### config.mk
export PLATFORM = sky130hd
export DESIGN_NAME = idv_osc_scan_ctrl
export DESIGN_NICKNAME = d
export VERILOG_FILES = /design/src/rtl/idv_osc_scan_ctrl.sv
export SDC_FILE = /design/constraint.sdc
export NUM_CORES = 1
export LEC_CHECK = 0
export CAP_MARGIN = 25
export CORE_MARGIN = 4
export CORE_UTILIZATION = 43
export DETAILED_ROUTE_END_ITERATION = 8
export PLACE_DENSITY = 0.69
export SKIP_CTS_REPAIR_TIMING = 1
export SLEW_MARGIN = 5
export SYNTH_ARGS = -nofsm -noshare
export SYNTH_HDL_FRONTEND = slang
export SYNTH_SLANG_ARGS = --single-unit
### constraint.sdc
create_clock -name idvdebug_clki -period 8.5 [get_ports idvdebug_clki]
set_input_delay 1.7 -clock idvdebug_clki [delete_from_list [all_inputs] [get_ports idvdebug_clki]]
set_output_delay 1.7 -clock idvdebug_clki [all_outputs]
set_load 0.03 [all_outputs]
### src/rtl/idv_osc_scan_ctrl.sv
// Scan sequencer for the IDV ring-oscillator bank: wakes the bank, walks a one-hot
// enable over [osc_first, osc_last], and returns a rising-edge count per oscillator.
module idv_osc_scan_ctrl #(
    parameter int NUM_OSC  = 63,
    parameter int CNT_W    = 16,
    parameter int SETTLE_W = 8,
    parameter int WAKE_CYC = 4
) (
    input  logic                idvdebug_clki,
    input  logic                rst_b,
    input  logic                start,
    input  logic                abort,
    input  logic [5:0]          osc_first,
    input  logic [5:0]          osc_last,
    input  logic [SETTLE_W-1:0] settle_cycles,
    input  logic [CNT_W-1:0]    window_cycles,
    input  logic                hfbankl,
    output logic [NUM_OSC-1:0]  enosc,
    output logic                sleep_b,
    output logic                res_valid,
    input  logic                res_ready,
    output logic [5:0]          res_idx,
    output logic [CNT_W-1:0]    res_count,
    output logic                res_sat,
    output logic                busy,
    output logic                done,
    output logic                cfg_err
);

    localparam int TMR_A  = (CNT_W > SETTLE_W) ? CNT_W : SETTLE_W;
    localparam int WAKE_W = $clog2(WAKE_CYC + 1);
    localparam int TMR_W  = (TMR_A > WAKE_W) ? TMR_A : WAKE_W;
    localparam logic [6:0]       NUM_OSC_L = 7'(NUM_OSC);
    localparam logic [CNT_W-1:0] CNT_ONES  = '1;

    typedef enum logic [2:0] {
        S_IDLE,
        S_WAKE,
        S_SETTLE,
        S_MEASURE,
        S_REPORT,
        S_DONE
    } state_e;

    state_e               state_q, state_d;
    logic [1:0]           rst_sync_q;
    logic                 rst_n;
    logic                 hf_s1_q, hf_s2_q, hf_prev_q;
    logic                 hf_edge;
    logic [TMR_W-1:0]     tmr_q, tmr_d;
    logic [TMR_W-1:0]     settle_t, window_t;
    logic [5:0]           idx_q, idx_d;
    logic [5:0]           first_q, last_q;
    logic [SETTLE_W-1:0]  settle_q;
    logic [CNT_W-1:0]     window_q;
    logic [CNT_W-1:0]     cnt_q, cnt_d;
    logic                 sat_q, sat_d;
    logic [5:0]           res_idx_q, res_idx_d;
    logic [CNT_W-1:0]     res_count_q, res_count_d;
    logic                 res_sat_q, res_sat_d;
    logic                 cfg_err_q, cfg_err_d;
    logic                 cfg_load;
    logic                 cfg_bad;
    logic [NUM_OSC-1:0]   osc_oh;

    // Reset asserts asynchronously but releases on a clock edge.
    always_ff @(posedge idvdebug_clki or negedge rst_b) begin
        if (!rst_b) begin
            rst_sync_q <= 2'b00;
        end else begin
            rst_sync_q <= {rst_sync_q[0], 1'b1};
        end
    end
    assign rst_n = rst_sync_q[1];

    assign hf_edge  = hf_s2_q & ~hf_prev_q;
    assign cfg_bad  = (osc_first == 6'd0) || ({1'b0, osc_last} > NUM_OSC_L) ||
                      (osc_first > osc_last);
    assign settle_t = (settle_q == '0) ? TMR_W'(1) : TMR_W'(settle_q);
    assign window_t = (window_q == '0) ? TMR_W'(1) : TMR_W'(window_q);

    always_comb begin
        state_d     = state_q;
        tmr_d       = tmr_q;
        idx_d       = idx_q;
        cnt_d       = cnt_q;
        sat_d       = sat_q;
        res_idx_d   = res_idx_q;
        res_count_d = res_count_q;
        res_sat_d   = res_sat_q;
        cfg_err_d   = 1'b0;
        cfg_load    = 1'b0;

        if (abort) begin
            state_d = S_IDLE;
        end else begin
            case (state_q)
                S_IDLE: begin
                    if (start) begin
                        if (cfg_bad) begin
                            cfg_err_d = 1'b1;
                        end else begin
                            cfg_load = 1'b1;
                            tmr_d    = TMR_W'(WAKE_CYC);
                            state_d  = S_WAKE;
                        end
                    end
                end
                S_WAKE: begin
                    if (tmr_q <= TMR_W'(1)) begin
                        idx_d   = first_q;
                        tmr_d   = settle_t;
                        state_d = S_SETTLE;
                    end else begin
                        tmr_d = tmr_q - TMR_W'(1);
                    end
                end
                S_SETTLE: begin
                    if (tmr_q <= TMR_W'(1)) begin
                        tmr_d   = window_t;
                        cnt_d   = '0;
                        sat_d   = 1'b0;
                        state_d = S_MEASURE;
                    end else begin
                        tmr_d = tmr_q - TMR_W'(1);
                    end
                end
                S_MEASURE: begin
                    // Counter pins at all-ones; reaching it marks the result saturated.
                    if (hf_edge && (cnt_q != CNT_ONES)) begin
                        cnt_d = cnt_q + CNT_W'(1);
                    end
                    if (cnt_d == CNT_ONES) begin
                        sat_d = 1'b1;
                    end
                    if (tmr_q <= TMR_W'(1)) begin
                        res_idx_d   = idx_q;
                        res_count_d = cnt_d;
                        res_sat_d   = sat_d;
                        state_d     = S_REPORT;
                    end else begin
                        tmr_d = tmr_q - TMR_W'(1);
                    end
                end
                S_REPORT: begin
                    if (res_ready) begin
                        if (idx_q == last_q) begin
                            state_d = S_DONE;
                        end else begin
                            idx_d   = idx_q + 6'd1;
                            tmr_d   = settle_t;
                            state_d = S_SETTLE;
                        end
                    end
                end
                S_DONE: begin
                    state_d = S_IDLE;
                end
                default: begin
                    state_d = S_IDLE;
                end
            endcase
        end
    end

    always_ff @(posedge idvdebug_clki or negedge rst_n) begin
        if (!rst_n) begin
            state_q     <= S_IDLE;
            hf_s1_q     <= 1'b0;
            hf_s2_q     <= 1'b0;
            hf_prev_q   <= 1'b0;
            tmr_q       <= '0;
            idx_q       <= '0;
            first_q     <= '0;
            last_q      <= '0;
            settle_q    <= '0;
            window_q    <= '0;
            cnt_q       <= '0;
            sat_q       <= 1'b0;
            res_idx_q   <= '0;
            res_count_q <= '0;
            res_sat_q   <= 1'b0;
            cfg_err_q   <= 1'b0;
        end else begin
            state_q     <= state_d;
            hf_s1_q     <= hfbankl;
            hf_s2_q     <= hf_s1_q;
            hf_prev_q   <= hf_s2_q;
            tmr_q       <= tmr_d;
            idx_q       <= idx_d;
            cnt_q       <= cnt_d;
            sat_q       <= sat_d;
            res_idx_q   <= res_idx_d;
            res_count_q <= res_count_d;
            res_sat_q   <= res_sat_d;
            cfg_err_q   <= cfg_err_d;
            if (cfg_load) begin
                first_q  <= osc_first;
                last_q   <= osc_last;
                settle_q <= settle_cycles;
                window_q <= window_cycles;
            end
        end
    end

    // Outputs decode from the state register so reset drops them without a clock.
    assign osc_oh    = NUM_OSC'(1) << (idx_q - 6'd1);
    assign enosc     = ((state_q == S_SETTLE) || (state_q == S_MEASURE) ||
                        (state_q == S_REPORT)) ? osc_oh : '0;
    assign sleep_b   = (state_q == S_WAKE) || (state_q == S_SETTLE) ||
                       (state_q == S_MEASURE) || (state_q == S_REPORT);
    assign res_valid = (state_q == S_REPORT);
    assign busy      = (state_q != S_IDLE);
    assign done      = (state_q == S_DONE);
    assign cfg_err   = cfg_err_q;
    assign res_idx   = res_idx_q;
    assign res_count = res_count_q;
    assign res_sat   = res_sat_q;

endmodule
==> results of run 1 <==
-- layout make-up --
type | count | area (um2) | share of cell area, %
well taps | 180 | 225 | 2.82
clock inverters | 6 | 50.0 | 0.628
repair buffers | 137 | 1380 | 17.3
inverters | 17 | 63.8 | 0.800
flip-flops and latches | 107 | 2680 | 33.6
multi-input cells | 550 | 3350 | 42.0
clock buffers | 10 | 229 | 2.87
-- per-stage QoR --
stage | power, mW | utilization (%) | hold WS, ns
floorplan | 1.38 | - | 0.331
global placement | 1.58 | 54.3 | 0.335
detailed placement | 1.62 | 54.5 | 0.336
CTS | 2.02 | 56.5 | 0.352
global route | 2.16 | 56.6 | 0.355
finish | 2.02 | 56.6 | 0.324
-- worst max path at each step --
stage | start | to | slack (ns) | depth (start not counted)
final | idx_q[0]$_DFFE_PN0P_ | enosc[8] | 3.38 | 9
after global routing | idx_q[0]$_DFFE_PN0P_ | enosc[41] | 3.08 | 9
after CTS | idx_q[0]$_DFFE_PN0P_ | enosc[8] | 3.43 | 9
after detailed placement | idx_q[0]$_DFFE_PN0P_ | enosc[8] | 3.82 | 9
after global placement | osc_last[3] | window_q[12]$_DFFE_PN0P_ | 3.48 | 9
after floorplan | idx_q[0]$_DFFE_PN0P_ | enosc[36] | 4.57 | 9
-- worst max-delay path: stages, from the launching register on --
cell and delay [ns]:
dfrtp_1 0.48, inv_1 0.24, ha_1 0.27, inv_1 0.10, nor3_1 0.19, xnor2_1 0.17
a21boi_0 0.27, nand2_1 0.40, nor2_1 0.21, clkdlybuf4s50_1 0.72
-- cells by family after synthesis --
| group | count (synthesis) | synth area share, % |
|---|---|---|
| and+or+nand+nor | 305 | 23.6 |
| xor gates and xnor gates | 24 | 3.35 |
| muxes | 41 | 7.25 |
| adders and majority gates | 15 | 2.99 |
| AOI/OAI and AO/OA | 164 | 16.0 |
| DFF | 107 | 42.6 |
| other | 1 | 0.0597 |
| buffers and inverters | 61 | 4.14 |
-- flip-flops by register name, summed over array words and instances (netlist names) --
signal      cells
tmr_q          16
state_q         3
window_q       16
res_sat         1
settle_q        8
rst_sync_q      2
cfg_err         1
hf_prev_q       1
idx_q           6
res_idx         6
hf_s1_q         1
res_count      16
last_q          6
cnt_q          16
sat_q           1
hf_s2_q         1
first_q         6
-- cell usage after synthesis (all sizes together) (2+ instances only) --
master and instances:
a21o 2, o2bb2ai 3, mux2 36, a21oi 26
xor2 8, nand4b 2, o31ai 8, and4 2
inv 17, and3 3, nor3 20, nand3 11
mux2i 5, or3 13, a21boi 2, or4 2
a31oi 3, ha 15, dfrtp 107, clkbuf 28
nor4 12, o22ai 3, xnor2 16, or2 4
a22oi 4, o21bai 2, nor2 112, nand4 8
nor3b 3, nor2b 3, a221oi 6, nand2b 12
o22a 2, a211oi 3, a31o 2, nor4b 3
a22o 2, nand2 83, buf 16, and2 9
o211ai 3, o21ai 83
-- power by group through the flow --
stage | Clock, mW | Sequential, mW | Combinational (mW)
after floorplan | 0 | 0.762 | 0.620
after global placement | 0 | 0.813 | 0.771
after detailed placement | 0 | 0.822 | 0.794
after CTS | 0.410 | 0.813 | 0.801
after global routing | 0.431 | 0.838 | 0.894
final | 0.396 | 0.817 | 0.807
-- routing by layer --
layer,routed length (um),GRT usage [%],up-vias
met4,211,5.37,0
met5,0,0,-
li1,-,-,2717
met3,704,3.78,19
met2,7890,31.6,156
met1,7430,27.1,2728
==> results.cfg, run 1 <==
[yosys]
yosysSeqAreaShare_pct = 42.6
ys_async_sr_fraction_pct = 100
synth_edf_count = 0
ys.flop_type = dfrtp_1
netlist_top_cells_area = dfrtp_1 43%, nor2_1 6.6%, mux2_2 6.5%
yosysWarnings = 0
yosys.cell_types.count = 73
netlist.area_leader.share_pct = 42.6
synth_fp_nets = 775
syn-instance-count = 718
yosysTopAreaCell = dfrtp_1
syn_avg_cell_area_um2 = 8.75
yosys_register_bits = 107
synth_area_um2 = 6280

[detailed_routing]
ant_nets = 0
num_vias = 5620
via_per_inst = 5.58
drt_iter0_drc = 463
wl_um = 16200
routedWlPerCell_um = 16.1
drt-pass1-iter-count = 5
remaining_drc_errors = 0

[pwr]
pwr-share-comb_pct = 39.9
clockPowerShare_pct = 19.6
powerDensity_nw_per_um2 = 253
leakage_nw = 3.09
p_seq_share_pct = 40.4
irDropWorstVdd_uv = 172
swShare_pct = 40.7
p_int_mw = 1.20
switching_power_uw = 823

[timing]
fin_skew_ns = 0.0103
hold_viol_final = 0
max_freq_ghz = 0.195
rsz0062_at_grt = false
finalSetupTns_ns = 0
min_period_over_period_pct = 60.2
tightest_slew_ns = 0.842
slew_viol_final = 0
period_minus_slack_ns = 5.12
setup_violations = 0
max-slew-margin-rel_pct = 43.8
setup_ws_ns = 3.38

[global_routing]
grt_pass1_wl_um = 26700
grt_pass1_vias = 5369
grt_max_degree = 63
grt_overflow_total = 0
antenna_found_initial = 0
grt.total_usage_pct = 19.6

[finish]
drive_above_1_share_pct = 9.67
fin_nets = 879
layout_common_cells = 132 x clkdlybuf4s50_1, 110 x nor2_1, 106 x dfrtp_1
fill_cells = 1270
fin_cells = 1007
syn_to_final_growth_pct = 27.0
final_common_cell = clkdlybuf4s50_1
final_cell_area_um2 = 7970
n_antenna_cell = 0

[floorplan]
die_h_um = 129
core_area_um2 = 14100
ios = 133
die_w_um = 129
die-area_um2 = 16600
num_rows = 43
start_util_pct = 44.5

[critical_path]
required_ns = 6.80
r2r_slack_ns = 5.44
setup.worst_path.class = flip-flop to output port
r2r_cells = 9
r2r-start = cnt_q[0]$_DFFE_PN0P_
reg2reg_to = res_sat$_DFFE_PN0P_
critPathCaptureType = output port
worstPathArrival_ns = 3.42
cp_max_fo = 16
cp-start-kind = flip-flop

[placement]
place.gp.congestion = 0.897
post_dp_cell_area_um2 = 7690
place_worst_setup_slack_ns = 3.82
dpl.hpwl_um = 12300
dpl.cell_count = 990
port_buffers = 132

[cts]
cts.sinks = 107
clock-root-buffer = clkbuf_16
clkTransAtPathRegs_ns = 0.07
clock_latency_ns = 0.36
htreeDepth = 3
cts_tree = yes
cts_buffers = 9
clock_path_buffers = 2

[hold_path]
hold_class = flip-flop to async pin

[run_status]
status = finished clean

[flow_run]
max_cap_viol_count = 0
No activity file was read; power rests on OpenSTA's default activity.
==> inputs of run 2 (changes only) <==
==> constraint.sdc (replaced) <==
create_clock -name idvdebug_clki -period 5.03 [get_ports idvdebug_clki]
set_input_delay 1.006 -clock idvdebug_clki [delete_from_list [all_inputs] [get_ports idvdebug_clki]]
set_output_delay 1.006 -clock idvdebug_clki [all_outputs]
set_load 0.03 [all_outputs]
==> results.cfg, run 2 (synthesis gave the netlist of run 1 again) <==
[detailed_routing]
wl_met1_um = 7280
routedWlPerCell_um = 15.9
drt-pass1-iter-count = 5
remaining_drc_errors = 0
wl_met2_um = 7820
top_layer = met4
num_vias = 5535
drt_iter0_drc = 482
wl_um = 16000
ant_nets = 0
via_per_inst = 5.50
wl_met3_um = 703

[cts]
clock_path_buffers = 2
cts.sinks = 107
clkTransAtPathRegs_ns = 0.07
clock_latency_ns = 0.36
cts_buffers = 9
clock-root-buffer = clkbuf_16
cts_tree = yes
htreeDepth = 3

[pwr]
powerDensity_nw_per_um2 = 432
leakage_nw = 3.09
irDropWorstVdd_uv = 220

[finish]
register_area_um2 = 2680
fill_cells = 1288
syn_to_final_growth_pct = 27.0
layout_common_cells = 132 x clkdlybuf4s50_1, 110 x nor2_1, 106 x dfrtp_1
drive_above_1_share_pct = 9.67
multi_input_area_um2 = 3350
fin_nets = 879
n_antenna_cell = 0
final_common_cell = clkdlybuf4s50_1

[critical_path]
crit_buf_inv = 3
critPathMaxStageDelay_ns = 0.70
required_ns = 4.02
path_delay_family = buffers and inverters
critPathCaptureType = output port
cp_max_fo = 16
setup.worst_path.class = flip-flop to output port
cp-start-kind = flip-flop
cp_slowest_cell = clkdlybuf4s50_1
crit_top_cell = inv_1
r2r_cells = 9
worstPathArrival_ns = 3.40
crit_chain = inv_1, ha_1, inv_1, nor3_1, xnor2_1, a21boi_0, nand2_1, nor2_1, clkdlybuf4s50_1
r2r_slack_ns = 1.97
path_depth = 9

[run_status]
status = finished clean

[hold_path]
hold_depth = 0
hold_class = flip-flop to flip-flop

[global_routing]
grt_pass1_wl_um = 26600
antenna_found_initial = 0
grt_pass1_vias = 5360
grt_overflow_total = 0
grt_max_degree = 58
grt.total_usage_pct = 19.6

[timing]
hold_viol_final = 0
slew_viol_final = 0
period_minus_slack_ns = 4.41
max_freq_ghz = 0.227
finalSetupTns_ns = 0
rsz0062_at_grt = false
fin_skew_ns = 0.0102
max-slew-margin-rel_pct = 43.6
setup_violations = 0
holdWs_ns = 0.352
min_period_over_period_pct = 87.7
tightest_slew_ns = 0.845

[floorplan]
start_util_pct = 44.5
die-area_um2 = 16600
ios = 133
core_area_um2 = 14100
num_rows = 43
die_h_um = 129
die_w_um = 129

[flow_run]
max_cap_viol_count = 0

[placement]
port_buffers = 132
place.gp.congestion = 0.889
dpl.hpwl_um = 12200
-- run 2: power by group --
part / total [mW] / internal (mW) / switching, mW
combinational: 1.35 / 0.580 / 0.770
sequential: 1.37 / 1.10 / 0.276
clock: 0.720 / 0.402 / 0.318
-- run 2: per-stage QoR --
stage	power (mW)	instances	setup WS (ns)	area (um2)	utilization, %
floorplan	2.33	718	1.79	6280	-
global placement	2.68	989	1.11	7660	54.3
detailed placement	2.72	990	1.05	7670	54.4
CTS	3.45	1006	0.651	7970	56.6
global route	3.70	1007	0.390	7980	56.6
finish	3.44	1007	0.619	7980	56.6
-- run 2: final timing paths --
check,startpoint,endpoint
hold / removal,hf_s1_q$_DFF_PN0_,hf_s2_q$_DFF_PN0_
max in group asynchronous,rst_sync_q[1]$_DFF_PN0_,window_q[2]$_DFFE_PN0P_
hold reg to reg,hf_s1_q$_DFF_PN0_,hf_s2_q$_DFF_PN0_
setup reg to reg,cnt_q[0]$_DFFE_PN0P_,res_sat$_DFFE_PN0P_
setup / recovery,idx_q[0]$_DFFE_PN0P_,enosc[45]
min in group asynchronous,rst_sync_q[1]$_DFF_PN0_,first_q[5]$_DFFE_PN0P_
-- run 2: metal layers --
layer	GRT usage, %	vias up
met2	32.1	156
met3	3.45	13
li1	-	2716
met1	27.0	2650
met5	0	-
met4	5.06	0
-- run 2: final cells by class --
| type | count | area share (%) |
|---|---|---|
| Timing Repair Buffer | 137 | 17.0 |
| Sequential cell | 107 | 33.6 |
| Tap cell | 180 | 2.82 |
| Clock buffer | 11 | 3.04 |
| Multi-Input combinational cell | 550 | 42.0 |
| Clock inverter | 5 | 0.769 |
| Inverter | 17 | 0.800 |
==> RTL change 1: new RTL, flow settings as in run 2 <==
Change the parameter `NUM_OSC` from 63 to 126.
--- a/src/rtl/idv_osc_scan_ctrl.sv
+++ b/src/rtl/idv_osc_scan_ctrl.sv
@@ -2,5 +2,5 @@
 // enable over [osc_first, osc_last], and returns a rising-edge count per oscillator.
 module idv_osc_scan_ctrl #(
-    parameter int NUM_OSC  = 63,
+    parameter int NUM_OSC  = 126,
     parameter int CNT_W    = 16,
     parameter int SETTLE_W = 8,
Ports: changed (resized enosc); port bits go from 133 to 196. The function was not compared with the original's and may differ.
==> RTL change 1 against run 2 <==
  * Synthesized area up 11%
  * Critical endpoint is now enosc[60]
  * Worst setup slack worse by 0.019 ns
  * Power up 16%
  * Sequential cell count unchanged
  * First-iteration DRC count down 7.1%
  * Combinational power up 33%
  * Final area up 6.4%
  * Wire length up 10%
==> RTL change 1: results (changes against run 2) <==
CTS root buf: clkbuf_16 (unchanged)
share of cells above drive strength 1: 10.15% (was 9.674%)
mux cell area share after synthesis: 7.156% (was 7.252%)
drt via density: 5.231 (was 5.497)
Worst setup endpoint: enosc[60] (was enosc[45])
synth top area cells: dfrtp_1 38%, buf_4 7.2%, mux2_2 6.1% (was dfrtp_1 43%, nor2_1 6.6%, mux2_2 6.5%)
Yosys Warn Count: 0 (unchanged)
Routed met3 length: 1.100 mm (was 703 µm)
dpl cells: 1,103 (was 990)
top-count cell post-synth: nor2_1 (unchanged)
Max Fanout on Critical Path: 19 (was 16)
Tightest Hold Check Type: reg -> reg (unchanged)
Crit. Startpoint: state_q[0] (was idx_q[0])
vias in the first global route: 5,412 (was 5,360)
GRT Overall Usage: 19.10% (was 19.59%)
M1 WL: 8.008 mm (was 7.281 mm)
RD Place Congestion: 0.8687 (was 0.8890)
Initial DRC Count: 448 (was 482)
adder-cell area share of the yosys netlist: 2.877% (was 2.989%)
Worst R2R Start: tmr_q[0] (was cnt_q[0])
initial antenna violation count: 0 (unchanged)
Num CTS Buffers: 9 (unchanged)
fin nets: 959 (was 879)
complex-gate fraction of the synthesized area: 15.62% (was 15.98%)
Synth top cells by count: 110 x nor2_1, 107 x dfrtp_1, 77 x nand2_1, 67 x buf_4, 67 x o21ai_0 (was 110 x nor2_1, 107 x dfrtp_1, 83 x nand2_1, 71 x o21ai_0, 36 x mux2_2)
post-synthesis sequential area ratio: 38.48% (was 42.64%)
Port Buffers: 133 (was 132)
Slowest cell on crit path: clkdlybuf4s50_1 (unchanged)
final wirelength: 17.65 mm (was 15.98 mm)
placed wire-length estimate: 13.33 mm (was 12.18 mm)
peak supply drop: 304.6 µV (was 219.5 µV)
crit path DAT: 3.42 ns (was 3.40 ns)
status: finished, final reports clean (unchanged)
DR top layer: met4 (unchanged)
clock-pin slew on the worst setup and hold paths: 0.07 ns (about the same)
DR WL met2: 8.366 mm (was 7.816 mm)
worst reg2reg path depth: 7 (was 9)
Leakage: 3.454 nW (was 3.089 nW)
largest net degree at the start of global routing: 55 (was 58)
worst r2r dst: idx_q[2] (was res_sat)
Relative slew margins: 39.30% (was 43.64%)
ys async rst share: 100.0% (unchanged)
Distinct cells, synth: 74 (was 73)
FF-to-FF setup slack: 2.31 ns (was 1.97 ns)
first-pass GRT wire length: 28.41 mm (was 26.60 mm)
skew final: 0.009932 ns (was 0.01016 ns)
Ant. Diodes: 0 (unchanged)
Synth Area in XOR/XNOR: 3.146% (was 3.347%)
Syn Area/Cell: 8.787 µm² (was 8.746 µm²)
Wirelength per Cell: 15.73 µm (was 15.87 µm)
[RTL change 1: cells by family (layout without fill, tap and decap cells)]
group | after synthesis | in the layout
AND/OR/NAND/NOR | 303 | 303
AO/OA/AOI/OAI | 172 | 172
buffers and inverters | 122 | 175
flip-flops | 107 | 107
multiplexers | 45 | 45
XOR/XNOR | 25 | 25
adder cells (fa/ha/maj) | 16 | 16
other | 2 | 63
[RTL change 1: layer usage]
metal	global-route usage (%)	vias up
met5	0	-
met4	4.311	0
met2	31.78	197
li1	-	2889
met1	25.70	2769
met3	4.123	14
[RTL change 1: final cells by class]
cell class	instances	area [µm²]
Fill cell	1504	7397
Clock buffer	12	246.5
Clock inverter	4	48.80
Multi-Input combinational cell	624	3792
Inverter	20	75.07
Tap cell	216	270.3
Timing Repair Buffer	139	1374
Sequential cell	107	2681
[RTL change 1: power by group]
part	total (W)	switching, W	internal [W]
clock	0.000711	0.000311	0.000400
sequential	0.00149	0.000363	0.00113
combinational	0.00180	0.00108	0.000719
total	0.00400	0.00176	0.00225
[RTL change 1: how the worst min path moves through the flow]
stage                                to  slack (ns)          start
final                     rst_sync_q[1]        0.35  rst_sync_q[0]
after global routing            hf_s2_q        0.36        hf_s1_q
after CTS                       hf_s2_q        0.35        hf_s1_q
after detailed placement        hf_s2_q        0.34        hf_s1_q
after global placement          hf_s2_q        0.34        hf_s1_q
after floorplan                 hf_s2_q        0.33        hf_s1_q
[RTL change 1: stage by stage]
step	instance area [µm²]	worst slack, ns
after global placement	8173	1.025
after detailed placement	8173	0.9732
after CTS	8468	0.5824
after floorplan	7188	1.807
after global routing	8488	0.3263
final	8488	0.6007
[RTL change 1: worst max-delay path, delay by kind of cell (launching register included)]
| kind | cells | cell delay, ns |
|---|---|---|
| simple gates | 5 | 1.47 |
| buf+inv | 2 | 1.02 |
| flops | 1 | 0.58 |
==> RTL change 2: new RTL, settings of run 2 <==
Made on the original files. Register the output `cfg_err` once more, without a reset; this adds one clock of latency there. The other outputs are not delayed to match.
--- a/src/rtl/idv_osc_scan_ctrl.sv
+++ b/src/rtl/idv_osc_scan_ctrl.sv
@@ -213,5 +213,7 @@
     assign busy      = (state_q != S_IDLE);
     assign done      = (state_q == S_DONE);
-    assign cfg_err   = cfg_err_q;
+    always_ff @(posedge idvdebug_clki) begin
+        cfg_err <= cfg_err_q;
+    end
     assign res_idx   = res_idx_q;
     assign res_count = res_count_q;
Check against the original RTL: not equivalent (a bounded check fails within 4 cycles, from zero or initial values and one cycle with rst_b low).
==> RTL change 2 against run 2 <==
  * Synthesized area rose by 0.32%
  * Global-route usage grew 0.24 points
  * Sequential cell count rose by 1
  * Power decreased by 0.54%
  * Non-clock buffer count unchanged
  * Synthesized cell count increased by 0.14%
  * Final area about the same
  * Worst setup slack worse by 0.041 ns
  * Wire length is 3.6% higher
  * Fmax is 0.91% lower
==> RTL change 2: results (changes against run 2) <==
skew final: 0.01098 ns (was 0.01016 ns)
status: finished, final reports clean (unchanged)
drt via density: 5.572 (was 5.497)
placed wire-length estimate: 12.40 mm (was 12.18 mm)
WHS: 0.3405 ns (was 0.3516 ns)
part of the power in registers: 40.4% (was 39.9%)
Tightest Hold Check Type: reg -> async (was reg -> reg)
cell taking the most area after synthesis: dfrtp_1 (unchanged)
met3 Use GR: 3.998% (was 3.445%)
fin nets: 880 (was 879)
DR top layer: met4 (unchanged)
share of cells above drive strength 1: 9.662% (was 9.674%)
Ant. Diodes: 0 (unchanged)
Clk. pwr: 0.000675 W (was 0.000720 W)
FF-to-FF setup slack: 2.03 ns (was 1.97 ns)
post-synthesis sequential area ratio: 42.82% (was 42.64%)
Worst R2R Start: cnt_q[0] (unchanged)
Wirelength per Cell: 16.42 µm (was 15.87 µm)
peak supply drop: 314.0 µV (was 219.5 µV)
initial antenna violation count: 0 (unchanged)
Routed met3 length: 867 µm (was 703 µm)
clock-pin slew on the worst setup and hold paths: 0.08 ns
vias in the first global route: 5,501 (was 5,360)
GRT met1 Usage: 26.58% (was 27.01%)
Leakage: 3.084 nW (was 3.089 nW)
DRC: 0 (unchanged)
Slowest cell on crit path: clkdlybuf4s50_1 (unchanged)
worst r2r dst: res_sat (unchanged)
GRT Overall Usage: 19.83% (was 19.59%)
latest clock arrival within the worst-skew pair: 0.36 ns (about the same)
DRT Pass-1 Iters: 7 (was 5)
Num CTS Buffers: 9 (unchanged)
Max Fanout on Critical Path: 16 (unchanged)
synth top area cells: dfrtp_1 43%, nor2_1 6.6%, mux2_2 6.4% (was dfrtp_1 43%, nor2_1 6.6%, mux2_2 6.5%)
Distinct cells, synth: 74 (was 73)
ys async rst share: 99.07% (was 100.0%)
M1 WL: 7.280 mm (was 7.281 mm)
Synth Area in XOR/XNOR: 3.337% (was 3.347%)
Yosys Warn Count: 0 (unchanged)
first-pass GRT wire length: 26.92 mm (was 26.60 mm)
Crit path max-delay family: buffers and inverters (unchanged)
Internal: 0.002028 W (was 0.002078 W)
slew at the pin closest to its max-slew limit: 0.8977 ns (was 0.8454 ns)
mux cell area share after synthesis: 7.229% (was 7.252%)
Worst setup endpoint: enosc[7] (was enosc[45])
adder-cell area share of the yosys netlist: 2.979% (was 2.989%)
Synthesized Nets: 776 (was 775)
RD Place Congestion: 0.8944 (was 0.8890)
DR WL met2: 8.021 mm (was 7.816 mm)
Initial DRC Count: 518 (was 482)
Crit. Startpoint: idx_q[0] (unchanged)
GR Util met2: 31.95% (was 32.07%)
largest net degree at the start of global routing: 60 (was 58)
crit path DAT: 3.45 ns (was 3.40 ns)
complex-gate fraction of the synthesized area: 15.93% (was 15.98%)
==> RTL change 2: changes by cell type after synthesis, sizes merged <==
cell and delta:
dfxtp +1
==> RTL change 2: final cells by class <==
class	count	area, µm²
Fill cell	1277	6120
Multi-Input combinational cell	550	3347
Tap cell	180	225.2
Sequential cell	108	2701
Inverter	17	63.81
Clock buffer	10	229.0
Timing Repair Buffer	137	1360
Clock inverter	6	50.05
==> RTL change 2: through the flow <==
step / total power, W / instance area, µm² / setup WS, ns / utilization, % / std cells
after detailed placement: 0.002740 / 7692 / 1.013 / 54.57 / 991
after global routing: 0.003662 / 7976 / 0.3609 / 56.59 / 1008
after global placement: 0.002689 / 7681 / 1.085 / 54.49 / 990
after floorplan: 0.002343 / 6300 / 1.791 / - / 719
final: 0.003424 / 7976 / 0.5788 / 56.59 / 1008
after CTS: 0.003422 / 7971 / 0.5930 / 56.55 / 1007
